### config.mk
export PLATFORM = sky130hd
export DESIGN_NAME = id_stage
export DESIGN_NICKNAME = d
export VERILOG_FILES = /design/src/rtl/id_stage.sv
export SDC_FILE = /design/constraint.sdc
export NUM_CORES = 2
export LEC_CHECK = 0
export BUFFER_PORTS_ARGS = -buffer_cell sky130_fd_sc_hd__buf_2
export CORE_UTILIZATION = 65
export CTS_CLUSTER_DIAMETER = 100
export CTS_CLUSTER_SIZE = 25
export DETAILED_ROUTE_END_ITERATION = 6
export PLACE_DENSITY = 0.82
export SYNTH_ARGS = -nofsm -noshare
export SYNTH_HDL_FRONTEND = slang
export SYNTH_SLANG_ARGS = --single-unit
### constraint.sdc
create_clock -name clk -period 4.9 [get_ports clk]
set_clock_uncertainty 0.15 [all_clocks]
set_input_delay 0.245 -clock clk [delete_from_list [all_inputs] [get_ports clk]]
set_output_delay 0.245 -clock clk [all_outputs]
set_load 0.02 [all_outputs]
### src/rtl/id_stage.sv
// id_stage: pipelined MIPS-subset decode stage with register file, branch/jump targets and hazard stalls.
// Optional ID_WB_BYPASS_EN forwards same-cycle write-back data onto the read ports.
module id_stage (
  input  logic        clk,
  input  logic        clrn,
  input  logic [31:0] pc4,
  input  logic [31:0] inst,
  input  logic        wwreg,
  input  logic [4:0]  wrn,
  input  logic [31:0] wdata,
  input  logic        ewreg,
  input  logic        em2reg,
  input  logic [4:0]  ern,
  input  logic        mwreg,
  input  logic [4:0]  mrn,
  output logic [1:0]  pcsource,
  output logic [31:0] bpc,
  output logic [31:0] jpc,
  output logic        wpcir,
  output logic [31:0] da,
  output logic [31:0] db,
  output logic [31:0] imm,
  output logic [4:0]  rn,
  output logic        wreg,
  output logic        m2reg,
  output logic        wmem,
  output logic        aluimm,
  output logic [2:0]  aluc
);
  logic [31:0] dpc4, dinst, sext;
  logic [31:0] regs [32];
  logic [5:0]  op, fn;
  logic [4:0]  rs, rt, rd;
  logic i_add, i_sub, i_and, i_or, i_addi, i_andi, i_ori, i_lui, i_lw, i_sw, i_beq, i_bne, i_j;
  logic r_type, load_use, br_stall, stall;
  always_ff @(posedge clk or negedge clrn)
    if (!clrn) begin
      dpc4  <= '0;
      dinst <= '0;
    end else if (wpcir) begin
      dpc4  <= pc4;
      dinst <= inst;
    end
  // regs[0] is never written, so reading it always yields zero
  always_ff @(posedge clk or negedge clrn)
    if (!clrn)
      for (int i = 0; i < 32; i++) regs[i] <= '0;
    else if (wwreg && wrn != 5'd0)
      regs[wrn] <= wdata;
  assign op = dinst[31:26];
  assign rs = dinst[25:21];
  assign rt = dinst[20:16];
  assign rd = dinst[15:11];
  assign fn = dinst[5:0];
  assign i_add  = op == 6'h00 && fn == 6'h20;
  assign i_sub  = op == 6'h00 && fn == 6'h22;
  assign i_and  = op == 6'h00 && fn == 6'h24;
  assign i_or   = op == 6'h00 && fn == 6'h25;
  assign i_addi = op == 6'h08;
  assign i_andi = op == 6'h0C;
  assign i_ori  = op == 6'h0D;
  assign i_lui  = op == 6'h0F;
  assign i_lw   = op == 6'h23;
  assign i_sw   = op == 6'h2B;
  assign i_beq  = op == 6'h04;
  assign i_bne  = op == 6'h05;
  assign i_j    = op == 6'h02;
  assign r_type = i_add | i_sub | i_and | i_or;
`ifdef ID_WB_BYPASS_EN
  assign da = (wwreg && wrn != 5'd0 && wrn == rs) ? wdata : regs[rs];
  assign db = (wwreg && wrn != 5'd0 && wrn == rt) ? wdata : regs[rt];
`else
  assign da = regs[rs];
  assign db = regs[rt];
`endif
  assign load_use = ewreg && em2reg && ern != 5'd0 &&
                    (ern == rs || ((r_type | i_sw | i_beq | i_bne) && ern == rt));
  assign br_stall = (i_beq | i_bne) &&
                    ((ewreg && ern != 5'd0 && (ern == rs || ern == rt)) ||
                     (mwreg && mrn != 5'd0 && (mrn == rs || mrn == rt)));
  assign stall  = load_use | br_stall;
  assign wpcir  = ~stall;
  assign sext   = {{16{dinst[15]}}, dinst[15:0]};
  assign imm    = (i_andi | i_ori) ? {16'h0, dinst[15:0]} : sext;
  assign bpc    = dpc4 + {sext[29:0], 2'b00};
  assign jpc    = {dpc4[31:28], dinst[25:0], 2'b00};
  assign rn     = r_type ? rd : rt;
  assign wreg   = ~stall & (r_type | i_addi | i_andi | i_ori | i_lui | i_lw);
  assign wmem   = ~stall & i_sw;
  assign m2reg  = i_lw;
  assign aluimm = i_addi | i_andi | i_ori | i_lui | i_lw | i_sw;
  assign aluc   = i_sub ? 3'd1 : (i_and | i_andi) ? 3'd2 : (i_or | i_ori) ? 3'd3 : i_lui ? 3'd4 : 3'd0;
  assign pcsource = stall ? 2'b00 :
                    ((i_beq && da == db) || (i_bne && da != db)) ? 2'b01 :
                    i_j ? 2'b10 : 2'b00;
endmodule

* Word-level counts from Yosys, hierarchy flattened
Index checks and enable logic that the tools add are counted.
** Word-level totals
- Register bits after elaboration :: 1088
- Input bits :: 117
- Output and inout port bits :: 175
- Word-level logic and storage cells :: 129
** Operators by class
- Add/subtract/negate cells :: 1
- $lt $le $gt $ge :: 4
- Equal/unequal tests :: 19
- Mux-type cells :: 18
- Bitwise logic cells :: 27
- Reduce and logical (&&, ||, !) cells :: 26
** Operators by type and width (number)
- 1024-bit bitwise mux :: 1
- 32-bit binary-select mux with 5-bit select :: 2
- 32-bit 2-to-1 mux :: 6
- 32-bit demux with 5-bit select :: 1
- 6-bit equality test (second input constant) :: 6
- 32-bit adder :: 1
- 32-bit equality test :: 1
- 32-bit != test :: 1
- 6-bit by 4-bit equality test with 1-bit output (second input constant) :: 4
- 1-bit OR :: 21
- 5-bit equality test :: 4
- 6-bit >= comparator (second input constant) :: 3
- 5-bit NOT with 6-bit output :: 3
- 1-bit logical AND :: 17
- 5-bit nonzero test :: 3
- 6-bit by 3-bit equality test with 1-bit output (second input constant) :: 2
- 3-bit 2-to-1 mux :: 4
- 6-bit by 2-bit equality test with 1-bit output (second input constant) :: 1
- 6-bit logical NOT :: 1
- 6-bit by 1-bit < comparator with 1-bit output (second input constant) :: 1
- 2-bit 2-to-1 mux :: 3
- 1-bit logical OR :: 5
- 5-bit 2-to-1 mux :: 1
- 1-bit AND :: 2
- 1-bit NOT :: 1

* Depth between registers and ports, before layout
- Depth after elaboration :: 14
- Mapped depth :: 15
- Depth with buffers taken out :: 13

* Worst setup path before layout
No wires, ideal clock.
- Path kind :: register to output
- Start :: register dinst[17]
- End :: output port pcsource[0]
- Data arrival time :: 3332 ps
- Data required time :: 4505 ps
- Path slack :: 1173 ps
- Stages on the path, launching flop included :: 14
- Path buffers :: 5
- Cells stage by stage :: dfrtp_1 > buf_4 > buf_6 > buf_2 > buf_4 > buf_1 > mux4_2 > a22oi_1 > o2111ai_1 > xnor2_1 > nand4_1 > nor4_1 > nand4_1 > mux2i_1
** Between the ends
- Cells in the longest elaborated chain, start to end :: 9
- Elaborated cells between the ends (all ways) :: 23
- Classes of those cells :: 4 x eq/ne; 5 x mux; 2 x bitwise; 12 x reduce/logical
** Ends and longest elaborated chain
- start: declaration :: line 30 : logic [31:0] dpc4, dinst, sext;
- start signal: assignment :: line 42 : dinst <= inst;
- 5-bit NOT with 6-bit output (not written as such) * :: line 74 : assign db = regs[rt];
- 32-bit binary-select mux with 5-bit select * :: line 74
- 32-bit 2-to-1 mux (not written as such) * (2 in series) :: line 74
- via db[11] :: line 21 : output logic [31:0] db,
- 32-bit equality test / 32-bit != test (equally long branches) :: line 94 : ((i_beq && da == db) || (i_bne && da != db)) ? 2'b01 :
- 1-bit logical AND :: line 94
- 1-bit logical OR * :: line 94
- 2-bit 2-to-1 mux * :: line 94
- 2-bit 2-to-1 mux * :: line 93 : assign pcsource = stall ? 2'b00 :
- end: declaration :: line 16 : output logic [1:0] pcsource,
The timed path passes the listed nets; every way through them passes the cells marked *. The select of a mux whose other input is x is not followed.

* Final worst setup path
- Start :: register dinst[17]
- End :: output port pcsource[0]
** Between the ends
- Cells in the longest elaborated chain, start to end :: 9
- Elaborated cells between the ends (all ways) :: 23
- Classes of those cells :: 4 x eq/ne; 5 x mux; 2 x bitwise; 12 x reduce/logical
** Ends and longest elaborated chain (line)
- 5-bit NOT with 6-bit output (not written as such) :: 74
- 32-bit binary-select mux with 5-bit select :: 74
- 32-bit 2-to-1 mux (not written as such) (2 in series) :: 74
- 32-bit equality test / 32-bit != test (equally long branches) :: 94
- 1-bit logical AND :: 94
- 1-bit logical OR :: 94
- 2-bit 2-to-1 mux :: 94
- 2-bit 2-to-1 mux * :: 93
Every way passes the cells marked *; elsewhere a longest branch is shown, timed or not. The select of a mux whose other input is x is not followed.

==> results.sh <==
export IMPL_grt_overflow_total=0
export IMPL_hold_class="in2async"
export IMPL_hold_viol=0
export IMPL_drv_cap=0
export IMPL_crit_type="reg2out"
export IMPL_gp_congestion=0.909
export IMPL_synth_most_common_cell="dfrtp_1"
export IMPL_yosys_top_cells_area="dfrtp_1, mux2_2, mux4_2, mux2i_1, clkbuf_1"
export IMPL_ir_drop_v=0.000355
export IMPL_die_w_um=305
export IMPL_numPortBuffers=289
export IMPL_die_height_um=305
export IMPL_drc=1
export IMPL_grt_use_total=0.402
export IMPL_power_w=0.0230
export IMPL_synth_edf_count=0
export IMPL_rsz0062_at_grt="yes"
export IMPL_clock_latency_ns=0.67
export IMPL_htreeDepth=2
export IMPL_first_pass_iters=7
export IMPL_power_density_mw_per_mm2=353
export IMPL_synth_seq_cells=1088
export IMPL_grt_pass1_wl_mm=275
export IMPL_areaGrowthSynthToFinish_pct=9.68
export IMPL_cp_start_kind="flop"
export IMPL_start_util=0.659
export IMPL_tightest_slew_ns=1.44
export IMPL_critPathMaxStageDelay_ns=0.54
export IMPL_max_clock_path_buffers=3
export IMPL_crit_chain="buf_12, buf_4, mux4_2, and3_1, a31oi_1, o2111ai_1, xnor2_1, nand4_1, nor4_4, buf_4, nand4_1, mux2i_2, buf_4"
export IMPL_netlist_top_cells_count="dfrtp_1, mux2_2, mux4_2"
export IMPL_grt_pass1_vias=41900
export IMPL_clock_sinks=1088
export IMPL_drtIter0Drc=5532
export IMPL_ys_flop_type="dfrtp_1"
export IMPL_yosys_area_top_type="dfrtp_1"
export IMPL_pin_count=292
export IMPL_grt_start_max_net_pins=153
export IMPL_outcome="finished, violations left"
export IMPL_cts_root_buf="clkbuf_16"
export IMPL_ys_warn_count=0
export IMPL_fin_util=0.723
export IMPL_drtAntennaViolNets=0
export IMPL_synth_top_cell_area_share=0.457
export IMPL_crit_family="simple AND/OR/NAND/NOR gates"
export IMPL_final_layout_size_suffix_gt1_frac=0.493
export IMPL_slew_headroom=0.0390
export IMPL_rows=110
export IMPL_cts_tree="done"
export IMPL_antenna_found_initial=7
export IMPL_async_flop_share=1.00
export IMPL_layout_nets=4506
export IMPL_yosysSeqAreaShare=0.457
export IMPL_via_per_inst=7.46
export IMPL_syn_cell_area_mm2=0.0596
export IMPL_coreArea_mm2=0.0904
export IMPL_die_area_mm2=0.0929
export IMPL_ys_types=67
export IMPL_path_clk_slew_ns=0.11
export IMPL_violations="DRC, setup timing"
export IMPL_end_kind="output pin"
export IMPL_p_leak_nw=28.9
export IMPL_syn_inst=4216
export IMPL_cp_max_fo=30
export IMPL_slew_violations=0
export IMPL_timing_fmax_mhz=187
export IMPL_cp_common_cell="buf_4"
export IMPL_fillers=5708
export IMPL_critPathSlowestCell="dfrtp_4"
export IMPL_num_vias=41400
export IMPL_arrival_ns=4.97
export IMPL_cp_required_ns=4.51
export IMPL_wl_per_cell_um=33.4
export IMPL_layout_setup_ws_ns=-0.461
export IMPL_final_setup_viol_count=1
export IMPL_dp_hpwl_mm=112
export IMPL_cts_buffers=50
export IMPL_finalSetupTns_ns=-0.461
export IMPL_cp_buffers_inverters=4
export IMPL_rrSetupSlack_ns=1.38
export IMPL_fin_crit_ns=5.36
export IMPL_syn_area_per_cell_um2=14.1
export IMPL_min_period_over_period=1.09
export IMPL_routed_wl_mm=186
## final timing paths
kind / start / cells after the start / end
min in group clk: wdata[17] / 2 / regs[49]
min reg2reg: regs[1013] / 0 / regs[1013]
max in group asynchronous: clrn / 3 / dinst[23]
max: dinst[17] / 13 / pcsource[0]
max reg2reg: dinst[19] / 10 / dinst[16]
min: clrn / 2 / regs[806]
## worst reg2reg max path, delay by kind of cell (launching register included)
| kind | cells | cell delay [ns] |
|---|---|---|
| compound gates | 2 | 0.47 |
| xor+xnor | 1 | 0.18 |
| buf+inv | 3 | 1.04 |
| flops | 1 | 0.66 |
| mux | 1 | 0.46 |
| simple gates | 3 | 0.43 |
## through the flow
step / instance area [um^2] / hold slack [ns] / worst slack, ns / std cells
finish: 65300 / 0.0180 / -0.461 / 5551
global route: 65300 / 0.0554 / -0.442 / 5549
CTS: 65200 / 0.00590 / -0.348 / 5539
detailed placement: 61900 / 0.154 / -0.412 / 5348
global placement: 61900 / 0.143 / -0.269 / 5348
floorplan: 59600 / -0.201 / 1.17 / 4217
## registers in the layout (all words and copies together) (netlist names)
name,count
dpc4,32
regs,1024
dinst,32
## report_power, final
| part | switching (W) | internal [W] |
|---|---|---|
| Combinational | 0.00287 | 0.00343 |
| Sequential | 0.00130 | 0.0106 |
| Clock | 0.00292 | 0.00191 |
| Total | 0.00709 | 0.0159 |
## cells in the final DEF (no fill, tap or decap), drive strengths merged, types with 54 or more instances in the layout
master       instances
mux2i              245
nand2              111
dfrtp             1088
mux2              1061
a22oi              113
o21ai               76
nor2                54
mux4               426
clkbuf              58
buf                512
dlygate4sd3         65
## layout make-up
type | instances | area, um^2 | area share
multi-input combinational | 2617 | 30300 | 0.463
tap | 1176 | 1470 | 0.0225
antenna | 4 | 10.0 | 0.000153
inverter | 16 | 66.3 | 0.00101
sequential | 1088 | 27300 | 0.417
clock buffer | 58 | 1300 | 0.0199
clock inverter | 6 | 60.1 | 0.000919
timing repair buffer | 586 | 4880 | 0.0748
## cells by family after synthesis
family                     count (synthesis)  synth area share
xor gates and xnor gates                  79            0.0116
DFF                                     1088             0.457
and+or+nand+nor                          347            0.0290
other                                      1         0.0000630
muxes                                   1732             0.403
buffers and inverters                    512            0.0418
AOI/OAI and AO/OA                        427            0.0513
adders and majority gates                 30           0.00643
## per-layer routing
metal	wire, um	up-vias	GRT usage
met2	82900	2862	0.592
li1	-	16300	-
met1	67700	21500	0.538
met5	132	-	0.0119
met3	23600	697	0.127
met4	11300	6	0.210
## repair_timing
item | in CTS | in global routing
setup buffers | 47 | 8
resized for setup | 66 | 13
endpoints found under the setup margin | 1 | 3
pin swaps | 23 | 6
hold buffers | 65 | 0
gates cloned | 16 | 0
endpoints found under the hold margin | 206 | 0
Note: power is estimated with default switching activity, not from simulation.
